`src/rtl/alu_iter_if.sv`:
```
// Operation/result handshake bundle for alu_iter.
// The producer/consumer side uses master and the ALU uses slave.
interface alu_iter_if #(parameter int WIDTH = 32);
  logic             flush;
  logic             in_valid;
  logic             in_ready;
  logic [15:0]      alu_op;
  logic [WIDTH-1:0] alu_src1;
  logic [WIDTH-1:0] alu_src2;
  logic             overflow_en;
  logic             out_valid;
  logic             out_ready;
  logic [WIDTH-1:0] alu_result;
  logic [WIDTH-1:0] alu_result_hi;
  logic             overflow;

  modport master (
    output flush, in_valid, alu_op, alu_src1, alu_src2, overflow_en, out_ready,
    input  in_ready, out_valid, alu_result, alu_result_hi, overflow
  );

  modport slave (
    input  flush, in_valid, alu_op, alu_src1, alu_src2, overflow_en, out_ready,
    output in_ready, out_valid, alu_result, alu_result_hi, overflow
  );
endinterface

```
`src/rtl/alu_iter.sv`:
```
// Single-cycle ALU plus iterative (one bit per cycle) multiplier and optional divider.
// Define ALU_ITER_DIV_EN to build the div/divu datapath; otherwise ops 14/15 return 0.
module alu_iter #(
  parameter int WIDTH = 32
) (
  input logic       clk,
  input logic       reset,
  alu_iter_if.slave bus
);
  localparam int SH = $clog2(WIDTH);

  typedef enum logic [1:0] {IDLE, BUSY, DONE} state_t;

  state_t           state;
  logic [SH-1:0]    cnt;
  logic [WIDTH:0]   acc_hi;
  logic [WIDTH-1:0] acc_lo;
  logic [WIDTH-1:0] opb;
  logic             mul_neg;
`ifdef ALU_ITER_DIV_EN
  logic             is_div;
  logic             q_neg;
  logic             r_neg;
`endif
  logic [WIDTH-1:0] res_q;
  logic [WIDTH-1:0] res_hi_q;
  logic             ovf_q;
  logic             in_ready_q;
  logic             out_valid_q;

  assign bus.in_ready      = in_ready_q;
  assign bus.out_valid     = out_valid_q;
  assign bus.alu_result    = res_q;
  assign bus.alu_result_hi = res_hi_q;
  assign bus.overflow      = ovf_q;

  logic [15:0]      op;
  logic [WIDTH-1:0] a, b;
  logic [SH-1:0]    shamt;
  assign op    = bus.alu_op;
  assign a     = bus.alu_src1;
  assign b     = bus.alu_src2;
  assign shamt = a[SH-1:0];

  // ---------------- single-cycle ops ----------------
  logic [WIDTH-1:0] sum, dif, sc_res;
  logic             add_ovf, sub_ovf, sc_ovf;

  assign sum     = a + b;
  assign dif     = a - b;
  assign add_ovf = (a[WIDTH-1] == b[WIDTH-1]) & (sum[WIDTH-1] != a[WIDTH-1]);
  assign sub_ovf = (a[WIDTH-1] != b[WIDTH-1]) & (dif[WIDTH-1] != a[WIDTH-1]);

  always_comb begin
    sc_res = '0;
    sc_ovf = 1'b0;
    if (op[0]) begin
      sc_res = sum;
      sc_ovf = bus.overflow_en & add_ovf;
    end else if (op[1]) begin
      sc_res = dif;
      sc_ovf = bus.overflow_en & sub_ovf;
    end
    else if (op[2])  sc_res = {{(WIDTH-1){1'b0}}, $signed(a) < $signed(b)};
    else if (op[3])  sc_res = {{(WIDTH-1){1'b0}}, a < b};
    else if (op[4])  sc_res = a & b;
    else if (op[5])  sc_res = ~(a | b);
    else if (op[6])  sc_res = a | b;
    else if (op[7])  sc_res = a ^ b;
    else if (op[8])  sc_res = b << shamt;
    else if (op[9])  sc_res = b >> shamt;
    else if (op[10]) sc_res = $signed(b) >>> shamt;
    else if (op[11]) sc_res = {b[WIDTH/2-1:0], {(WIDTH/2){1'b0}}};
    // div/divu in a divider-less build land here too and yield 0
    else if (op[14] | op[15]) sc_res = '0;
  end

  // ---------------- multi-cycle operand prep ----------------
  // Signed ops iterate on magnitudes and fix the sign after the last step.
  logic             is_signed, neg_a, neg_b, is_mul, is_dv, multi;
  logic [WIDTH-1:0] mag_a, mag_b;

  assign is_signed = op[12] | op[14];
  assign neg_a     = is_signed & a[WIDTH-1];
  assign neg_b     = is_signed & b[WIDTH-1];
  assign mag_a     = neg_a ? -a : a;
  assign mag_b     = neg_b ? -b : b;
  assign is_mul    = op[12] | op[13];
`ifdef ALU_ITER_DIV_EN
  assign is_dv     = op[14] | op[15];
`else
  assign is_dv     = 1'b0;
`endif
  assign multi     = is_mul | is_dv;

  // ---------------- iteration step ----------------
  logic [WIDTH:0]     mul_sum, hi_nxt;
  logic [WIDTH-1:0]   lo_nxt, fin_lo, fin_hi;
  logic [2*WIDTH-1:0] prod, prod_fix;
`ifdef ALU_ITER_DIV_EN
  logic [WIDTH:0]     rem_sh, rem_dif;
`endif

  always_comb begin
    // shift-add multiply: acc_hi collects partial sums, acc_lo holds the multiplier
    mul_sum = acc_hi + (acc_lo[0] ? {1'b0, opb} : '0);
    hi_nxt  = {1'b0, mul_sum[WIDTH:1]};
    lo_nxt  = {mul_sum[0], acc_lo[WIDTH-1:1]};
`ifdef ALU_ITER_DIV_EN
    // restoring divide: acc_hi is the partial remainder, acc_lo shifts dividend out / quotient in
    rem_sh  = {acc_hi[WIDTH-1:0], acc_lo[WIDTH-1]};
    rem_dif = rem_sh - {1'b0, opb};
    if (is_div) begin
      if (!rem_dif[WIDTH]) begin
        hi_nxt = rem_dif;
        lo_nxt = {acc_lo[WIDTH-2:0], 1'b1};
      end else begin
        hi_nxt = rem_sh;
        lo_nxt = {acc_lo[WIDTH-2:0], 1'b0};
      end
    end
`endif
    prod     = {hi_nxt[WIDTH-1:0], lo_nxt};
    prod_fix = mul_neg ? -prod : prod;
    fin_lo   = prod_fix[WIDTH-1:0];
    fin_hi   = prod_fix[2*WIDTH-1:WIDTH];
`ifdef ALU_ITER_DIV_EN
    if (is_div) begin
      fin_lo = q_neg ? -lo_nxt : lo_nxt;
      fin_hi = r_neg ? -hi_nxt[WIDTH-1:0] : hi_nxt[WIDTH-1:0];
    end
`endif
  end

  // ---------------- FSM and datapath registers ----------------
  always_ff @(posedge clk) begin
    if (reset) begin
      state       <= IDLE;
      in_ready_q  <= 1'b1;
      out_valid_q <= 1'b0;
      res_q       <= '0;
      res_hi_q    <= '0;
      ovf_q       <= 1'b0;
      cnt         <= '0;
      acc_hi      <= '0;
      acc_lo      <= '0;
      opb         <= '0;
      mul_neg     <= 1'b0;
`ifdef ALU_ITER_DIV_EN
      is_div      <= 1'b0;
      q_neg       <= 1'b0;
      r_neg       <= 1'b0;
`endif
    end else if (bus.flush) begin
      state       <= IDLE;
      in_ready_q  <= 1'b1;
      out_valid_q <= 1'b0;
      cnt         <= '0;
    end else begin
      case (state)
        IDLE: if (bus.in_valid) begin
          in_ready_q <= 1'b0;
          if (multi) begin
            state   <= BUSY;
            cnt     <= '0;
            acc_hi  <= '0;
            acc_lo  <= is_mul ? mag_b : mag_a;
            opb     <= is_mul ? mag_a : mag_b;
            mul_neg <= is_mul & (neg_a ^ neg_b);
`ifdef ALU_ITER_DIV_EN
            is_div  <= is_dv;
            // a zero divisor keeps the all-ones quotient un-negated
            q_neg   <= is_dv & (neg_a ^ neg_b) & (b != '0);
            r_neg   <= is_dv & neg_a;
`endif
          end else begin
            state       <= DONE;
            out_valid_q <= 1'b1;
            res_q       <= sc_res;
            res_hi_q    <= '0;
            ovf_q       <= sc_ovf;
          end
        end
        BUSY: begin
          acc_hi <= hi_nxt;
          acc_lo <= lo_nxt;
          cnt    <= cnt + SH'(1);
          if (cnt == SH'(WIDTH-1)) begin
            state       <= DONE;
            out_valid_q <= 1'b1;
            res_q       <= fin_lo;
            res_hi_q    <= fin_hi;
            ovf_q       <= 1'b0;
          end
        end
        DONE: if (bus.out_ready) begin
          state       <= IDLE;
          in_ready_q  <= 1'b1;
          out_valid_q <= 1'b0;
        end
        default: begin
          state       <= IDLE;
          in_ready_q  <= 1'b1;
          out_valid_q <= 1'b0;
        end
      endcase
    end
  end
endmodule

```
`src/flat_wrapper.sv`:
```
// flat-port wrapper written by rule: the top's interface ports become plain ports
module alu_iter_flat 
#(
  parameter int WIDTH = 32
)
  (clk, reset, bus_flush, bus_in_valid, bus_alu_op, bus_alu_src1, bus_alu_src2, bus_overflow_en, bus_out_ready, bus_in_ready, bus_out_valid, bus_alu_result, bus_alu_result_hi, bus_overflow);
  alu_iter_if #(.WIDTH(WIDTH)) bus_i ();
  input logic clk;
  input logic reset;
  input wire logic [$bits(bus_i.flush)-1:0] bus_flush;
  input wire logic [$bits(bus_i.in_valid)-1:0] bus_in_valid;
  input wire logic [$bits(bus_i.alu_op)-1:0] bus_alu_op;
  input wire logic [$bits(bus_i.alu_src1)-1:0] bus_alu_src1;
  input wire logic [$bits(bus_i.alu_src2)-1:0] bus_alu_src2;
  input wire logic [$bits(bus_i.overflow_en)-1:0] bus_overflow_en;
  input wire logic [$bits(bus_i.out_ready)-1:0] bus_out_ready;
  output wire logic [$bits(bus_i.in_ready)-1:0] bus_in_ready;
  output wire logic [$bits(bus_i.out_valid)-1:0] bus_out_valid;
  output wire logic [$bits(bus_i.alu_result)-1:0] bus_alu_result;
  output wire logic [$bits(bus_i.alu_result_hi)-1:0] bus_alu_result_hi;
  output wire logic [$bits(bus_i.overflow)-1:0] bus_overflow;
  assign bus_i.flush = bus_flush;
  assign bus_i.in_valid = bus_in_valid;
  assign bus_i.alu_op = bus_alu_op;
  assign bus_i.alu_src1 = bus_alu_src1;
  assign bus_i.alu_src2 = bus_alu_src2;
  assign bus_i.overflow_en = bus_overflow_en;
  assign bus_i.out_ready = bus_out_ready;
  assign bus_in_ready = bus_i.in_ready;
  assign bus_out_valid = bus_i.out_valid;
  assign bus_alu_result = bus_i.alu_result;
  assign bus_alu_result_hi = bus_i.alu_result_hi;
  assign bus_overflow = bus_i.overflow;
  alu_iter #(.WIDTH(WIDTH)) u_core (.clk(clk), .reset(reset), .bus(bus_i));
endmodule
```
`config.mk`:
```
export PLATFORM = sky130hd
export DESIGN_NAME = alu_iter_flat
export DESIGN_NICKNAME = d
export VERILOG_FILES = /design/src/rtl/alu_iter_if.sv /design/src/rtl/alu_iter.sv /design/src/flat_wrapper.sv
export SDC_FILE = /design/constraint.sdc
export NUM_CORES = 1
export LEC_CHECK = 0
export CORE_ASPECT_RATIO = 0.75
export CORE_UTILIZATION = 40
export DETAILED_ROUTE_END_ITERATION = 8
export MAX_ROUTING_LAYER = met4
export PLACE_DENSITY = 0.63
export SLEW_MARGIN = 20
export SYNTH_ARGS = -nofsm -noshare
export SYNTH_HDL_FRONTEND = slang
export SYNTH_SLANG_ARGS = --single-unit
```
`constraint.sdc`:
```
create_clock -name clk -period 5 [get_ports clk]
set_clock_uncertainty 0.15 [all_clocks]
set_input_delay 1 -clock clk [delete_from_list [all_inputs] [get_ports clk]]
set_output_delay 1 -clock clk [all_outputs]
set_load 0.1 [all_outputs]
```
==> impl_results.md, run 1 <==
- Largest net degree at the start of global routing: 64
- Post-CTS setup buffer count: 0
- Vias in the first global route: 22500
- Final Slew Violations: 0
- Area delta synth->final: 23.3%
- LEAKAGE: 0.0102 µW
- R2R depth: 14
- Ys async rst share: 0%
- Register bit total from synthesis: 171
- Layout cells sized above 1: 16.5%
- Final worst path period need: 4900 ps
- Number of setup violations in the final report: 0
- Chip width: 264 µm
- Area after DPL: 24800 µm²
- Max rail drop VDD: 0.221 mV
- Post-route ant nets: 0
- Syn. warnings: 0
- Clk Latency, worst-skew pair: 450 ps
- Synth Flop Type: dfxtp_1
- I/O pins: 153
- Overflow after GRT: 0
- Layout Nets: 3355
- First-pass GRT wire length: 156000 µm
- Largest cells by area after synthesis: dfxtp_1 (17%), ha_1 (8.1%), nor2_1 (7.3%), mux4_2 (7.0%), a21oi_1 (6.9%)
- Clock root buffer: clkbuf_16
- Reg2reg start: u_core.acc_lo[0]
- Synth unique cells: 92
- Reg-to-reg endpoint: u_core.bus.alu_result_hi[30]
- WL/cell: 28.5 µm
- Fin crit share: 97.9%
- Hold_ws: 301 ps
- Post-synthesis cell area: 20600 µm²
- Initial antenna violation count: 3
- Iteration-0 DRC count of the detailed router: 3459
- Relative slew slack: 27.6%
- Design Area, Final: 25400 µm²
- Total GRT Usage: 41.6%
- CTS clk-pin slew, worst paths: 80 ps
- Hold Buf Count CTS: 0
- Clock sinks: 171
- Peak Freq: 204 MHz
- Yosys top cell by area: dfxtp_1
- R2R setup slack: 260 ps
- Seq/Total Area, Yosys: 16.6%
- Row count: 71
- Setup TNS: 0 ps
- Outcome: finished clean
- Final cell count without fillers: 3806
- Final RePlAce weighted congestion: 1.08
- Final hold viol count: 0
- Cells after DPL: 3771
- Die ar.: 52500 µm²
- Crit path from: bus_alu_src2[1]
- CP Capture Point: u_core.bus.alu_result[30]
- CP arrival: 5080 ps
- Pre-antenna DRT Iters: 7
- Via density: 6.49
- Number of I/O port buffers: 151
- Gate Count Post-Synth: 2848
- Avg Cell Area, Syn: 7.24 µm²
- Core ar.: 50500 µm²
- Critical Path Sink Type: flip-flop
- DPL Wire Length: 85800 µm
- Path type of the worst min-delay path: flip-flop to flip-flop
- Worst slew pin tran: 1080 ps
- Initial Util: 40.8%
- Top-area cell type share of the netlist area: 16.6%
- Syn nets: 3070
- Pwr Density: 206 nW/µm²
- WL final: 108000 µm
- Startpoint Class: input port
- Total CTS buffers: 17
- DRC: 0
- Critical path class: input port to flip-flop
- Via Count: 24700
- Util after Layout: 50.3%
- Max-Cap Viols: 0
- CP Max Fanout: 3
- Die Y: 199 µm
- CTS Buffer Depth: 2
- CTS tree: done
- CP Data Required Time: 5180 ps
- Number of synthesized flops with an enable pin: 0
- H-tree depth: 4
-- synth_stat cells, drive strengths merged (9+ instances only) --
| cell | count |
|---|---|
| o21a | 11 |
| a211oi | 71 |
| o22ai | 20 |
| mux4 | 64 |
| or4 | 15 |
| o31ai | 34 |
| clkinv | 9 |
| nand2 | 207 |
| nor4 | 17 |
| and3 | 13 |
| buf | 35 |
| inv | 117 |
| mux2 | 18 |
| xnor2 | 136 |
| a22oi | 50 |
| a2111oi | 19 |
| o221ai | 15 |
| a311oi | 12 |
| a211o | 12 |
| nand4 | 20 |
| and2 | 44 |
| dfxtp | 171 |
| o311a | 9 |
| a21oi | 286 |
| clkbuf | 193 |
| o41ai | 20 |
| or3 | 30 |
| a21o | 23 |
| mux2i | 42 |
| a31oi | 38 |
| a221oi | 26 |
| nand2b | 23 |
| o21ai | 197 |
| o211ai | 20 |
| ha | 133 |
| nor2 | 401 |
| nor2b | 23 |
| o21bai | 17 |
| nand3 | 39 |
| xor2 | 53 |
| nor3 | 72 |
-- cell families after synthesis --
group,count (synthesis),synth area share [%]
DFF,171,16.6
AOI/OAI and AO/OA,945,29.8
buffers and inverters,354,6.58
muxes,124,10.0
and+or+nand+nor,929,20.6
xor gates and xnor gates,189,8.03
adders and majority gates,136,8.36
-- worst min path at each step --
stage / startpoint / end / slack, ps / cells past startpoint
after floorplan: u_core.opb[25] / u_core.opb[25] / 280 / 2
after global placement: u_core.bus.alu_result_hi[28] / u_core.bus.alu_result_hi[28] / 280 / 2
after global routing: u_core.bus.alu_result_hi[21] / u_core.bus.alu_result_hi[21] / 320 / 2
after detailed placement: u_core.bus.alu_result_hi[21] / u_core.bus.alu_result_hi[21] / 290 / 2
final: u_core.bus.alu_result_hi[31] / u_core.bus.alu_result_hi[31] / 300 / 2
after CTS: u_core.bus.alu_result_hi[21] / u_core.bus.alu_result_hi[21] / 300 / 2
-- per-layer routing --
layer	GRT usage, %	wire length, µm	up-vias
met5	-	0	-
met4	8.55	2390	0
met3	13.4	15500	149
met2	53.3	40800	1591
met1	61.5	49700	12000
li1	-	-	11000
-- critical path: stages --
cell and delay [ps]:
clkdlybuf4s50_1 610, inv_1 130, buf_4 170, fa_1 430
nor2b_1 260, o2111ai_1 260, a31oi_2 330, o21ai_2 180
o31ai_1 260, buf_4 160, a21boi_0 130, o21bai_2 240
buf_4 150, a41o_1 200, mux2_2 330, o21ai_0 150
a21oi_1 60
-- report_power, final --
part           internal [µW]  switching (µW)
registers               1410            56.2
clock network            685             668
logic                    900            1530
total                   3000            2250
-- cell type report --
type                            instances  area [µm²]
Antenna cell                            3        7.51
Clock inverter                         13         124
Fill cell                            4953       25100
Clock buffer                           19         453
Sequential cell                       171        3420
Timing Repair Buffer                  494        4180
Inverter                              126         473
Tap cell                              657         822
Multi-Input combinational cell       2323       15900
-- per-stage QoR --
step           worst slack [ps]  total power, µW
6_report                    103             5250
5_1_grt                   -34.7             5420
4_1_cts                    72.8             5140
3_5_place_dp               -353             3810
3_3_place_gp               -321             3800
2_1_floorplan              40.0             2790
-- placed cells by master, fill, tap and decap left out, types with 26 or more instances in the layout --
| cell type | n |
|---|---|
| a211oi_1 | 67 |
| a21oi_1 | 285 |
| a221oi_1 | 26 |
| a22oi_1 | 50 |
| a31oi_1 | 37 |
| and2_1 | 43 |
| buf_4 | 336 |
| clkdlybuf4s50_1 | 144 |
| dfxtp_1 | 170 |
| ha_1 | 133 |
| inv_1 | 117 |
| mux2i_1 | 42 |
| mux4_2 | 64 |
| nand2_1 | 207 |
| nand3_1 | 38 |
| nor2_1 | 396 |
| nor3_1 | 69 |
| o21ai_0 | 173 |
| o31ai_1 | 33 |
| or3_1 | 28 |
| xnor2_1 | 136 |
| xor2_1 | 53 |
-- registers in the layout (all words and copies together) (netlist names), 2 cells and up --
name                      cells
u_core.state                  2
u_core.bus.alu_result_hi     32
u_core.cnt                    5
u_core.opb                   32
u_core.acc_hi                32
u_core.acc_lo                32
u_core.bus.alu_result        32
-- repair_timing --
action                                 in CTS  in global routing
gates resized for setup                     0                 11
setup endpoints to repair                   0                  8
endpoints found under the hold margin       0                  0
Power figures use the tool's default switching activity.
==> run 2, diff against run 1 <==
Settings changed: CTS_CLUSTER_SIZE set to 40.
==> results of run 2 <==
The final DEF is identical to that of run 1; final timing and power are the same.
